$ cat src/rtl/dfe_output_buffer.sv
// Elastic FIFO output stage for the DFE chain: strobe-in, valid/ready-out, frame marker, sticky overrun.
// Optional drop counter built only when DFE_OUTBUF_DROPCNT_EN is defined.
module dfe_output_buffer #(
    parameter int DATA_WIDTH = 16,
    parameter int DEPTH      = 8,
    parameter int FRAME_LEN  = 64
) (
    input  logic                     CLK,
    input  logic                     RST,
    input  logic                     in_valid,
    input  logic [DATA_WIDTH-1:0]    in_data,
    input  logic                     out_ready,
    input  logic                     clear_ovf,
    output logic                     out_valid,
    output logic [DATA_WIDTH-1:0]    out_data,
    output logic                     out_last,
    output logic                     overflow,
    output logic [$clog2(DEPTH):0]   level,
    output logic [15:0]              drop_count
);
    localparam int PW = $clog2(DEPTH);
    localparam int LW = PW + 1;
    localparam int FW = $clog2(FRAME_LEN);
    localparam logic [LW-1:0] FULL = LW'(DEPTH);
    localparam logic [FW-1:0] LAST = FW'(FRAME_LEN - 1);

    logic [DATA_WIDTH-1:0] mem [DEPTH];
    logic [PW-1:0]         wr_ptr, rd_ptr;
    logic [LW-1:0]         lvl;
    logic [FW-1:0]         frame_cnt;
    logic                  ovf;
    logic                  full, pop, push, drop;

    assign full      = (lvl == FULL);
    assign out_valid = (lvl != '0);
    assign pop       = out_valid & out_ready;
    // A full FIFO still accepts a sample when the head leaves in the same cycle.
    assign push      = in_valid & (~full | pop);
    assign drop      = in_valid & full & ~pop;

    assign out_data  = mem[rd_ptr];
    assign out_last  = out_valid & (frame_cnt == LAST);
    assign overflow  = ovf;
    assign level     = lvl;

    always_ff @(posedge CLK or posedge RST) begin
        if (RST) begin
            for (int i = 0; i < DEPTH; i++) mem[i] <= '0;
        end else if (push) begin
            mem[wr_ptr] <= in_data;
        end
    end

    always_ff @(posedge CLK or posedge RST) begin
        if (RST) begin
            wr_ptr    <= '0;
            rd_ptr    <= '0;
            lvl       <= '0;
            frame_cnt <= '0;
        end else begin
            if (push) wr_ptr <= wr_ptr + 1'b1;
            if (pop) begin
                rd_ptr    <= rd_ptr + 1'b1;
                frame_cnt <= (frame_cnt == LAST) ? '0 : frame_cnt + 1'b1;
            end
            if (push && !pop)      lvl <= lvl + 1'b1;
            else if (pop && !push) lvl <= lvl - 1'b1;
        end
    end

    // Set has priority over clear so a drop in the clearing cycle is never lost.
    always_ff @(posedge CLK or posedge RST) begin
        if (RST)            ovf <= 1'b0;
        else if (drop)      ovf <= 1'b1;
        else if (clear_ovf) ovf <= 1'b0;
    end

`ifdef DFE_OUTBUF_DROPCNT_EN
    logic [15:0] drop_cnt;

    always_ff @(posedge CLK or posedge RST) begin
        if (RST)                       drop_cnt <= '0;
        else if (drop && clear_ovf)    drop_cnt <= 16'd1;
        else if (clear_ovf)            drop_cnt <= '0;
        else if (drop && drop_cnt != 16'hFFFF) drop_cnt <= drop_cnt + 16'd1;
    end

    assign drop_count = drop_cnt;
`else
    assign drop_count = '0;
`endif

endmodule

$ cat config.mk
export PLATFORM = sky130hd
export DESIGN_NAME = dfe_output_buffer
export DESIGN_NICKNAME = d
export VERILOG_FILES = /design/src/rtl/dfe_output_buffer.sv
export SDC_FILE = /design/constraint.sdc
export NUM_CORES = 1
export LEC_CHECK = 0
export BUFFER_PORTS_ARGS = -buffer_cell sky130_fd_sc_hd__buf_2
export CORE_UTILIZATION = 40
export CTS_BUF_LIST = sky130_fd_sc_hd__clkbuf_16
export DETAILED_ROUTE_END_ITERATION = 6
export SLEW_MARGIN = 0
export SYNTH_ARGS = -nofsm -noshare
export SYNTH_HDL_FRONTEND = slang
export SYNTH_SLANG_ARGS = --single-unit
$ cat constraint.sdc
create_clock -name CLK -period 3.9 [get_ports CLK]
set_input_delay 0.195 -clock CLK [delete_from_list [all_inputs] [get_ports CLK]]
set_output_delay 0.195 -clock CLK [all_outputs]
set_load 0.005 [all_outputs]
==> run summary <==
status - finished, violations left
violated checks - hold timing
Yosys cell types - 41
Core ar. - 16700 µm²
DR vias/cell - 5.276
RSZ-0062 raised after global routing - no
drt wl/cell - 19.03 µm
CP arrival - 3.31 ns
most common cell after layout, fill and taps aside - dfrtp_1
clock transition at the registers of the reported paths - 0.06 ns
max-slew violations - 0
total power - 6.801 mW
Layout Nets - 520
Min-Delay Path Class - in2async
period utilisation layout - 77.90%
# DRC - 0
R2R depth - 9
vias in the first global route - 4207
Hold Slack - -0.01243 ns
first-pass GRT wire length - 22830 µm
Vias - 3820
largest net degree at the start of global routing - 146
#FFs+latches synth - 145
area leader, netlist - dfrtp_1
CP max FO - 7
initial core utilization - 41.33%
Post-Route WL - 13780 µm
clock tree buffer depth - 2
reg-to-reg critical path startpoint - level[0]$_DFFE_PP0P_
non-filler cells, final - 724
CTS H-Tree Depth - 4
Worst setup EP type - flip-flop
Fin. Hold Viols - 4
met2 usage - 27.63%
Slew headroom - 28.41%
LEAKAGE - 3.312 nW
fill cell count - 1501
met3 usage - 4.604%
Final Critical Period - 3.038 ns
Port Buf Inserts - 43
antenna violations before repair - 1
Num CTS Buffers - 17
GRT Max-Usage Layer - met2
gr ovfl total - 0
Synth area leaders - dfrtp_1, mux2_2, mux4_2
Total GRT Usage - 17.16%
clk_skew - 0.007413 ns
# rows - 47
worst setup path class - reg2reg
area grow syn2layout - 12.87%
Mapped Cells - 448
RePlAce Congestion - 0.7534
Root Buffer - clkbuf_16
CTS tree - done
Startpoint Class - flip-flop
share of cells above drive strength 1 - 44.05%
Synth top area share - 52.56%
Cell Pwr Density - 872.8 nW/µm²
FMAX - 329.2 MHz
CTS resizes - 0
Setup TNS Final - 0 ns
met1 usage - 22.51%
Finish-stage setup viols - 0
commonest non-fill, non-tap cells in the layout - dfrtp_1, mux2_2, mux2_1
Die H - 133.4 µm
cell area after synthesis - 6903 µm²
n_diodes - 0
die span in x - 133.4 µm
Final HPWL DP - 8262 µm
max cap viols - 0
I/O pin total - 60
die area - 17790 µm²
antenna-violating nets left - 0
Least-Margin Pin Slew - 1.074 ns
worst-skew pair later-pin latency - 0.41 ns
sequential share of the synthesized area - 52.56%
Yosys warning count - 0
peak supply drop - 0.4251 mV
Avg Inst Size Synth - 15.41 µm²
initial detailed-routing violation count - 154
CTS Sinks - 145
Placed Instances - 692
DRT Pass-1 Iters - 4
critical register-to-register path endpoint - level[3]$_DFFE_PP0P_
flop-to-flop setup slack - 0.86 ns
WP data required - 4.17 ns
==> worst max-delay path, cell delays in order (launching register included) <==
cell and delay (ns):
dfrtp_1 0.47, or3_1 0.60, o21ai_1 0.33, inv_1 0.08, ha_1 0.24, inv_1 0.16, ha_1 0.31, or4_1 0.48
nand3_1 0.10, o221ai_1 0.12
==> routing by layer <==
layer	wire, µm	part of all wire (%)
met3	407	3.0
met4	118	0.86
met5	13	0.094
met1	6509	47
met2	6729	49
==> Yosys cell counts (all sizes together) <==
cell      n
nand3b    2
clkbuf   13
a41oi     1
a21o      2
nor3      1
mux2    146
nor4b     1
nand4     2
and4bb    3
a31oi     1
xnor2     8
o21ai    10
a211o     2
or4       1
o41a      1
conb      1
mux2i     1
a21oi     5
o211ai    1
nor3b     1
nor4      1
nand2    11
mux4     32
nand4b    3
or3       4
ha        6
dfrtp   145
inv       4
buf      29
nand2b    2
nand3     4
nor2b     1
o221ai    1
fa        1
clkinv    1
==> registers in the layout, indices dropped and copies added (netlist names) <==
register	count
mem	128
wr_ptr	3
level	4
frame_cnt	6
rd_ptr	3
overflow	1
==> metrics by stage <==
step	hold WS (ns)	setup WS, ns	utilization [%]	cell area (µm²)
final	-0.01243	0.8620	46.65	7791
after global routing	0.07154	0.6584	46.65	7791
after CTS	0.05355	0.8490	46.65	7791
after detailed placement	0.3960	0.8806	43.52	7268
after global placement	0.3946	0.9791	43.52	7268
after floorplan	0.3022	1.166	-	6963
==> cell type report <==
cell class                 count  area [µm²]  area share, %
timing repair buffer          52       297.8          3.822
tap                          220       275.3          3.533
sequential                   145        3630          46.59
clock inverter                14       87.58          1.124
clock buffer                  17       425.4          5.460
multi-input combinational    271        3053          39.18
inverter                       5       22.52         0.2891
==> where the power goes <==
group | internal (mW) | switching, mW
sequential | 2.27 | 0.539
clock | 0.848 | 0.580
combinational | 1.60 | 0.971
total | 4.71 | 2.09
==> cells by family after synthesis <==
family,count (synthesis),share of synthesized area [%]
flops,145,52.56
fa+ha+maj,7,1.378
mux,179,34.40
simple gates,37,3.517
compound gates,24,3.045
buf+inv,47,4.024
xor+xnor,8,1.015
other cells,1,0.05433
==> worst max path at each step <==
| stage | start | slack (ns) | depth (start not counted) | end |
|---|---|---|---|---|
| 6_report | level[0]$_DFFE_PP0P_ | 0.86 | 9 | level[3]$_DFFE_PP0P_ |
| 5_1_grt | level[0]$_DFFE_PP0P_ | 0.66 | 9 | level[3]$_DFFE_PP0P_ |
| 4_1_cts | level[0]$_DFFE_PP0P_ | 0.85 | 9 | level[3]$_DFFE_PP0P_ |
| 3_5_place_dp | level[0]$_DFFE_PP0P_ | 0.88 | 9 | level[3]$_DFFE_PP0P_ |
| 3_3_place_gp | level[0]$_DFFE_PP0P_ | 0.98 | 9 | level[3]$_DFFE_PP0P_ |
| 2_1_floorplan | level[0]$_DFFE_PP0P_ | 1.17 | 10 | level[3]$_DFFE_PP0P_ |
==> repair_timing <==
action                    CTS  global route
buffers inserted            0             0
hold endpoints to repair    1             0
hold buffers                1             0
No activity file was read; power rests on OpenSTA's default activity.
